==> config.mk <==
export PLATFORM = sky130hd
export DESIGN_NAME = if_axi_rd_bridge
export DESIGN_NICKNAME = d
export VERILOG_FILES = /design/src/rtl/if_axi_rd_bridge.sv
export SDC_FILE = /design/constraint.sdc
export NUM_CORES = 1
export LEC_CHECK = 0
export ABC_AREA = 1
export CAP_MARGIN = 20
export CORE_MARGIN = 2
export CORE_UTILIZATION = 48
export DETAILED_ROUTE_END_ITERATION = 8
export PLACE_DENSITY = 0.95
export REMOVE_ABC_BUFFERS = 1
export SLEW_MARGIN = 5
export SYNTH_ARGS = -nofsm -noshare
export SYNTH_HDL_FRONTEND = slang
export SYNTH_SLANG_ARGS = --single-unit
==> constraint.sdc <==
create_clock -name clk -period 2.4 [get_ports clk]
set_input_delay 0.36 -clock clk [delete_from_list [all_inputs] [get_ports clk]]
set_output_delay 0.36 -clock clk [all_outputs]
set_load 0.02 [all_outputs]
==> src/rtl/if_axi_rd_bridge.sv <==
// Instruction-fetch responder: turns one IF request into one single-beat AXI4 read
// and hands the aligned, zero-extended data back with a one-cycle if_ready pulse.
module if_axi_rd_bridge #(
   parameter int              ADDR_W = 64,
   parameter int              DATA_W = 64,   // only 64 is supported
   parameter int              ID_W   = 4,
   parameter logic [ID_W-1:0] AXI_ID = '0
) (
   input  logic              clk,
   input  logic              rst_n,
   input  logic              if_valid,
   input  logic [1:0]        if_size,
   input  logic [ADDR_W-1:0] inst_addr,
   output logic              if_ready,
   output logic [1:0]        if_resp,
   output logic [DATA_W-1:0] if_data_read,
   output logic              ar_valid,
   input  logic              ar_ready,
   output logic [ADDR_W-1:0] ar_addr,
   output logic [ID_W-1:0]   ar_id,
   output logic [7:0]        ar_len,
   output logic [2:0]        ar_size,
   output logic [1:0]        ar_burst,
   input  logic              r_valid,
   output logic              r_ready,
   input  logic [DATA_W-1:0] r_data,
   input  logic [1:0]        r_resp,
   input  logic              r_last,
   input  logic [ID_W-1:0]   r_id
);

   typedef enum logic [1:0] {IDLE, ADDR, DATA, RESP} state_t;

   typedef struct packed {
      logic [ADDR_W-1:0] addr;
      logic [1:0]        size;
   } req_t;

   state_t            state, state_nxt;
   req_t              req_q;
   logic              aligned;
   logic [DATA_W-1:0] beat_shift;
   logic [DATA_W-1:0] beat_mask;

   always_comb begin
      aligned = 1'b1;
      unique case (if_size)
         2'b00:   aligned = 1'b1;
         2'b01:   aligned = ~inst_addr[0];
         2'b10:   aligned = (inst_addr[1:0] == 2'b00);
         default: aligned = (inst_addr[2:0] == 3'b000);
      endcase
   end

   // Beat is always full-width; the byte lane comes from the registered low address bits.
   assign beat_shift = r_data >> {req_q.addr[2:0], 3'b000};

   always_comb begin
      beat_mask = '1;
      unique case (req_q.size)
         2'b00:   beat_mask = DATA_W'(64'h0000_0000_0000_00FF);
         2'b01:   beat_mask = DATA_W'(64'h0000_0000_0000_FFFF);
         2'b10:   beat_mask = DATA_W'(64'h0000_0000_FFFF_FFFF);
         default: beat_mask = '1;
      endcase
   end

   always_comb begin
      state_nxt = state;
      unique case (state)
         IDLE: if (if_valid) state_nxt = aligned ? ADDR : RESP;
         ADDR: if (ar_ready) state_nxt = DATA;
         DATA: if (r_valid)  state_nxt = RESP;
         RESP: state_nxt = IDLE;
         default: state_nxt = IDLE;
      endcase
   end

   always_ff @(posedge clk or negedge rst_n) begin
      if (!rst_n) state <= IDLE;
      else        state <= state_nxt;
   end

   always_ff @(posedge clk or negedge rst_n) begin
      if (!rst_n)                      req_q <= '0;
      else if (state == IDLE && if_valid) req_q <= '{addr: inst_addr, size: if_size};
   end

   // Misaligned requests report SLVERR without touching the previously returned data.
   always_ff @(posedge clk or negedge rst_n) begin
      if (!rst_n) begin
         if_resp      <= 2'b00;
         if_data_read <= '0;
      end else if (state == IDLE && if_valid && !aligned) begin
         if_resp <= 2'b10;
      end else if (state == DATA && r_valid) begin
         if_data_read <= beat_shift & beat_mask;
         if_resp      <= (!r_last || r_id != AXI_ID) ? 2'b10 : r_resp;
      end
   end

   assign ar_valid = (state == ADDR);
   assign r_ready  = (state == DATA);
   assign if_ready = (state == RESP);
   assign ar_addr  = {req_q.addr[ADDR_W-1:3], 3'b000};
   assign ar_id    = AXI_ID;
   assign ar_len   = 8'd0;
   assign ar_size  = 3'b011;
   assign ar_burst = 2'b01;

endmodule

# Word level (Yosys, flattened, before mapping)

Cells that the tools add are included.

Flip-flop bits (word level): 134
Input port bits: 142
Output and inout port bits: 150
Logic and storage cells: 44

Equal/unequal tests: 10
Shifts and indexed selects: 1
Mux-type cells: 10
Bitwise logic cells: 3
Reduce and logical (&&, ||, !) cells: 15

Operator list:

| operator                                                         | number |
|---|---|
| 64-bit one-hot mux with 3 select lines                           | 1 |
| 64-bit bitwise AND                                               | 1 |
| 64-bit by 6-bit right shift with 64-bit output                   | 1 |
| 2-bit two-way mux                                                | 7 |
| 2-bit == test (second input constant)                            | 4 |
| 2-bit logical NOT                                                | 4 |
| 2-bit one-hot mux with 4 select lines                            | 1 |
| 2-bit by 1-bit == test with 1-bit output (second input constant) | 3 |
| 2-bit != test (second input constant)                            | 2 |
| 4-bit nonzero test                                               | 1 |
| 1-bit logical AND                                                | 3 |
| 3-bit logical NOT                                                | 1 |
| 1-bit one-hot mux with 3 select lines                            | 1 |
| 3-bit AND reduction                                              | 1 |
| 1-bit logical NOT                                                | 2 |
| 2-bit by 1-bit != test with 1-bit output (second input constant) | 1 |
| 1-bit NOT                                                        | 2 |
| 2-bit AND reduction                                              | 1 |
| 2-bit nonzero test                                               | 1 |
| 1-bit logical OR                                                 | 1 |

# Logic depth before layout (Yosys ltp)

Gate-level depths: netlist of run 1.

Word-level depth: 6
Gate-level depth with buffers: 10
Depth with buffers taken out: 9

# Worst setup path before layout of run 1

OpenSTA, ideal clock, no wires.

Path kind: reg2reg
From: register state[0]
To: register if_data_read[12]
Arrival time: 1.472 ns
Required time: 2.284 ns
Slack: 0.812 ns
Stages on the path, launching flop included: 10
Clock period less this slack: 1.588 ns
Cell sequence: dfrtp_1 > inv_1 > ha_1 > nand2_1 > inv_2 > nand2_4 > buf_6 > buf_6 > nand2_1 > nand2_1

Elaborated cells between the ends (all ways): 7
Those cells by class: 1 x eq/ne; 1 x bitwise; 5 x reduce/logical

RTL lines:

| what                          | line | text |
|---|---|---|
| from (decl)                   | 39   | `state_t state, state_nxt;` |
| from (signal assigned)        | 81   | `else state <= state_nxt;` |
| 2-bit == test                 | -    |  |
| named net r_ready             | 25   | `output logic r_ready,` |
| 1-bit logical AND             | 96   | `end else if (state == DATA && r_valid) begin` |
| 2-bit AND reduction (no line) | -    |  |
| to (signal assigned)          | 97   | `if_data_read <= beat_shift & beat_mask;` |
| to (decl)                     | 16   | `output logic [DATA_W-1:0] if_data_read,` |

The timed path passes the listed nets, and every way through them passes these cells.
A chain may end at the register's enable or synchronous reset.

# Worst setup path in the final report of run 1

From: register state[0]
To: output port r_ready

Word-level cells in the longest chain between the ends: 1

RTL lines:

| what          | line | text |
|---|---|---|
| 2-bit == test | 103  | `assign r_ready = (state == DATA);` |
| to (decl)     | 25   |  |

No other way between the ends.

==> results.yml, run 1 <==
worst_setup_path:
  path_depth: 3
  worst-path-max-fanout: 4
  worst_path_largest_cell_delay_ns: 0.64
  crit_required_ns: 2.04
  worstPathArrival_ns: 1.80
  crit_family: "buffers and inverters"
  cp_num_buf_inv: 2
  setup.worst_path.start_class: "flip-flop"
  crit_path_cell_trace: "inv_1 > ha_1 > clkdlybuf4s50_1"
  r2r_cells: 8
  cp-end-kind: "primary output"
  critPathKind: "reg2out"
  critical_path.slowest_cell: "clkdlybuf4s50_1"
floorplan:
  fp.dieH_um: 129
  num_io_pins: 292
  coreArea_mm2: 0.0153
  start_util: 0.492
  die_x_um: 129
  die_area_mm2: 0.0167
  rows: 45
route:
  wirelength_mm: 22.6
  final_antenna_net_count: 0
  avgRoutedWirePerCell_um: 15.7
  drtPass1Iterations: 6
  vias: 7471
  routed_via_density: 5.18
  top_layer: "met4"
  drtIter0Drc: 946
  wl_met3_mm: 1.77
  wl_met2_mm: 11.1
  m1WireLength_mm: 8.84
  route.detailed.drc: 0
synth:
  synth_area_leaders: "dfrtp_1 45%, nand2_1 25%, nand3_1 12%, buf_4 8.9%, o21ai_0 1.7%"
  syn_inst: 1037
  ys_seq_area_frac: 0.447
  avgSynthCellArea_um2: 7.24
  synth_warnings: 0
  ys_ff_latch: 134
  synth_top_area_frac: 0.447
  yosysTopAreaCell: "dfrtp_1"
  synth_cell_types: 23
  netlist_area_mm2: 0.00751
placement:
  port_buffers: 271
  placed_area_mm2: 0.00978
  gp_congestion: 0.897
  place_inst: 1410
  dp_worst_setup_slack_ns: 0.322
  dpl.hpwl_mm: 15.9
sta:
  setup_viol: 0
  finalHoldViolCount: 0
  fin_crit_ns: 2.16
  setup_slack_ns: 0.243
  rsz0062_at_grt: "false"
  max_freq_mhz: 464
  slew_viol_final: 0
  min_period_over_period: 0.899
  relSlewSlack: 0.554
  tightest_slew_ns: 0.670
  skew_ns: 0.00567
clocking:
  cts-root-buf: "clkbuf_16"
  clk_latency_ns: 0.41
  numCtsBuffers: 17
  cts_buffer_depth: 2
  path_clk_slew_ns: 0.06
  clkSinkCount: 134
  htree_levels: 4
  postCtsSetupRepairBufs: 0
  cts_tree: "yes"
flow_run:
  drv_cap: 0
global_route:
  grt_pass1_vias: 6900
  grt_pass1_wl_mm: 35.0
  antenna_found_initial: 0
  overflow: 0
  grt_usage: 0.268
  grt_start_max_net_pins: 69
cells_and_area:
  fin_cells: 1443
  nets: 1366
  drive_gt1_frac: 0.0495
  antenna_cells: 0
  final_cell_mix: "496 x nand2_1, 270 x clkdlybuf4s50_1, 173 x nand3_1"
  final_common_cell: "nand2_1"
  final_cell_area_mm2: 0.0103
  syn_to_final_growth_pct: 37.8
power:
  powerDensity_mw_per_mm2: 1280
  p_leak_nw: 5.00
  power_w: 0.0132
  max-vdd-ir-drop_v: 0.000918
worst_hold_path:
  hold_path_class: "in2async"
run_status:
  status: "finished clean"
registers in the layout (all words and copies together), names as in the netlist:
name and flops:
state 2, if_data_read 64, ar_addr 61, req_q 5, if_resp 2
cell type report:
| type | count | area [um^2] |
|---|---|---|
| Fill cell | 1230 | 4910 |
| Sequential cell | 134 | 3350 |
| Multi-Input combinational cell | 763 | 3250 |
| Timing Repair Buffer | 288 | 2870 |
| Clock buffer | 18 | 429 |
| Tap cell | 211 | 264 |
| Clock inverter | 14 | 130 |
| Inverter | 15 | 56.3 |
report_power, final:
part	total, W	internal, W	switching [W]
combinational	0.00704	0.00280	0.00424
sequential	0.00370	0.00313	0.000576
clock	0.00245	0.00143	0.00102
worst paths after layout:
kind / from / endpoint / slack, ns
hold / removal: rst_n / if_data_read[56]$_DFFE_PN0P_ / 0.46
max in group asynchronous: rst_n / ar_addr[51]$_DFFE_PN0P_ / 1.29
setup / recovery: state[0]$_DFFE_PN0P_ / r_ready / 0.24
setup reg to reg: state[0]$_DFFE_PN0P_ / if_data_read[28]$_DFFE_PN0P_ / 0.44
hold reg to reg: ar_addr[45]$_DFFE_PN0P_ / ar_addr[45]$_DFFE_PN0P_ / 0.48
min in group clk: inst_addr[20] / ar_addr[20]$_DFFE_PN0P_ / 0.48
Yosys cell counts:
| cell | n |
|---|---|
| nand2_4 | 1 |
| a21oi_1 | 1 |
| dfrtp_1 | 134 |
| buf_6 | 3 |
| conb_1 | 2 |
| buf_4 | 89 |
| buf_2 | 23 |
| o211ai_1 | 1 |
| inv_1 | 8 |
| clkbuf_2 | 1 |
| o21ai_0 | 25 |
| nor2_4 | 1 |
| inv_2 | 7 |
| nand2_1 | 497 |
| nor2_2 | 1 |
| clkbuf_1 | 23 |
| nand3_2 | 1 |
| nand3_1 | 173 |
| nor2_1 | 6 |
| nand4_1 | 17 |
| o21ai_1 | 14 |
| buf_1 | 4 |
| ha_1 | 5 |
cells by family after synthesis:
group	count (synthesis)	synth area share
simple gates	697	0.386
buf+inv	158	0.130
flops	134	0.447
compound gates	41	0.0277
fa+ha+maj	5	0.00833
other cells	2	0.00100
layer usage:
metal | GRT usage | up-vias
li1 | - | 3583
met1 | 0.346 | 3406
met2 | 0.437 | 423
met3 | 0.0537 | 59
met4 | 0.124 | 0
met5 | 0 | -
stage by stage:
stage	utilization	hold slack (ns)	setup TNS [ns]
6_report	0.678	0.462	0
5_1_grt	0.678	0.478	0
4_1_cts	0.678	0.461	0
3_5_place_dp	0.641	0.341	0
3_3_place_gp	0.641	0.343	0
2_1_floorplan	-	0.0644	-93.18
repair_timing:
item,4_1_cts,5_1_grt
hold endpoints to repair,50,0
hold buffers,1,0
resized for setup,0,0
Power figures use the tool's default switching activity.
==> run 2: changes to the inputs <==
--- a/config.mk
+++ b/config.mk
@@ -7,6 +7,7 @@
 export LEC_CHECK = 0
 export ABC_AREA = 1
 export CAP_MARGIN = 20
+export CORE_ASPECT_RATIO = 1.25
 export CORE_MARGIN = 2
 export CORE_UTILIZATION = 48
 export DETAILED_ROUTE_END_ITERATION = 8
==> results.yml, run 2 (synthesized netlist as in run 1, its figures left out) <==
run_status:
  status: "finished clean"
floorplan:
  die_area_mm2: 0.0167
  fp.dieH_um: 144
  coreArea_mm2: 0.0154
  start_util: 0.486
  die_x_um: 116
  num_io_pins: 292
  rows: 51
sta:
  tightest_slew_ns: 0.655
  setup_viol: 0
  relSlewSlack: 0.563
  hold_slack_ns: 0.477
  skew_ns: 0.00841
  finalHoldViolCount: 0
  max_freq_mhz: 464
  fin_crit_ns: 2.15
  rsz0062_at_grt: "false"
  min_period_over_period: 0.897
  setup_slack_ns: 0.246
  slew_viol_final: 0
placement:
  gp_congestion: 0.898
  dpl.hpwl_mm: 15.6
  place_inst: 1411
  dp_worst_setup_slack_ns: 0.373
  placed_area_mm2: 0.00979
  port_buffers: 271
clocking:
  numCtsBuffers: 17
  cts_buffer_depth: 2
  cts_resized: 0
  cts-root-buf: "clkbuf_16"
  htree_levels: 4
  path_clk_slew_ns: 0.06
  clkSinkCount: 134
  cts_tree: "yes"
  clk_latency_ns: 0.41
worst_hold_path:
  hold_path_class: "reg2reg"
  hold_depth: 2
  worstHoldStart: "if_data_read[26]$_DFFE_PN0P_"
  hold-path-endpoint: "if_data_read[26]$_DFFE_PN0P_"
route:
  final_antenna_net_count: 0
  wirelength_mm: 22.5
  avgRoutedWirePerCell_um: 15.5
  route.detailed.drc: 0
  vias: 7574
  drtPass1Iterations: 5
  drtIter0Drc: 800
  routed_via_density: 5.25
cells_and_area:
  antenna_cells: 0
  syn_to_final_growth_pct: 38.6
  top_register: "if_data_read"
  final_cell_area_mm2: 0.0104
  final_cell_mix: "496 x nand2_1, 270 x clkdlybuf4s50_1, 173 x nand3_1"
  fin_cells: 1444
  drive_gt1_frac: 0.0495
  final_common_cell: "nand2_1"
  largest_reg_flops: 64
  nets: 1366
worst_setup_path:
  r2r_cells: 8
  crit_family: "buffers and inverters"
  worst_path_largest_cell_delay_ns: 0.62
  crit_path_start: "state[0]$_DFFE_PN0P_"
  critical_path.slowest_cell: "clkdlybuf4s50_1"
  crit_required_ns: 2.04
  setup.worst_path.start_class: "flip-flop"
  cp_num_buf_inv: 2
  r2r-start: "state[0]$_DFFE_PN0P_"
  regToRegSetupSlack_ns: 0.57
  worst-path-max-fanout: 4
  crit_path_cell_trace: "inv_1 > ha_1 > clkdlybuf4s50_1"
  worstPathArrival_ns: 1.79
  r2r-end: "if_data_read[46]$_DFFE_PN0P_"
  critPathKind: "reg2out"
  cp-end-kind: "primary output"
power:
  power_w: 0.0134
  p_leak_nw: 5.04
  max-vdd-ir-drop_v: 0.000712
  powerDensity_mw_per_mm2: 1290
flow_run:
  drv_cap: 0
global_route:
  overflow: 0
  antenna_found_initial: 1
  grt_usage: 0.264
  grt_start_max_net_pins: 69
  grt_pass1_wl_mm: 34.6
  grt_pass1_vias: 7227
run 2: cell types whose count changed in the layout (fill, tap and decap cells not counted), sizes merged:
cell,previous run,this run
clkinvlp,5,2
bufinv,1,3
inv,17,18
run 2: worst max path at each step:
stage          slack, ns                           end  cells after the start
6_report            0.25                       r_ready                      3
5_1_grt             0.15                       r_ready                      3
4_1_cts             0.22                       r_ready                      3
3_5_place_dp        0.37  if_data_read[60]$_DFFE_PN0P_                      7
3_3_place_gp        0.42  if_data_read[62]$_DFFE_PN0P_                      7
2_1_floorplan      -1.21   if_data_read[0]$_DFFE_PN0P_                      9
run 2: per-layer routing:
layer / track usage / vias to the layer above / routed length, um / part of all wire
met2: 0.440 / 425 / 10800 / 0.48
met4: 0.101 / 2 / 591 / 0.026
met3: 0.0852 / 45 / 2450 / 0.11
met1: 0.317 / 3511 / 8630 / 0.38
li1: - / 3591 / - / -
met5: 0 / - / 12 / 0.00053
run 2: area by class of cell:
class | count | area (um^2)
clock buffers | 18 | 429
clock inverters | 14 | 176
fillers | 1232 | 5030
inverters | 15 | 56.3
multi-input cells | 763 | 3250
flip-flops and latches | 134 | 3350
well taps | 212 | 265
repair buffers | 288 | 2880
run 2: per-stage QoR:
step | util | TNS (ns)
after CTS | 0.674 | 0
after floorplan | - | -93.18
final | 0.674 | 0
after detailed placement | 0.634 | 0
after global routing | 0.674 | 0
after global placement | 0.634 | 0
run 2: power breakdown:
group          switching, W  internal (W)
Sequential         0.000571       0.00313
Clock               0.00105       0.00165
Combinational       0.00421       0.00283
run 2: worst reg2reg max path, cell delays in order, from the launching register on:
cell and delay [ns]:
dfrtp_1 0.42, inv_1 0.12, ha_1 0.19, nand2_2 0.07, inv_2 0.06, nand3_2 0.11
nand2_4 0.17, buf_4 0.39, o21ai_0 0.17
run 2: what timing repair did:
action / 4_1_cts / 5_1_grt
endpoints found under the hold margin: 61 / 0
hold buffers: 1 / 0
setup buffers: 0 / 0
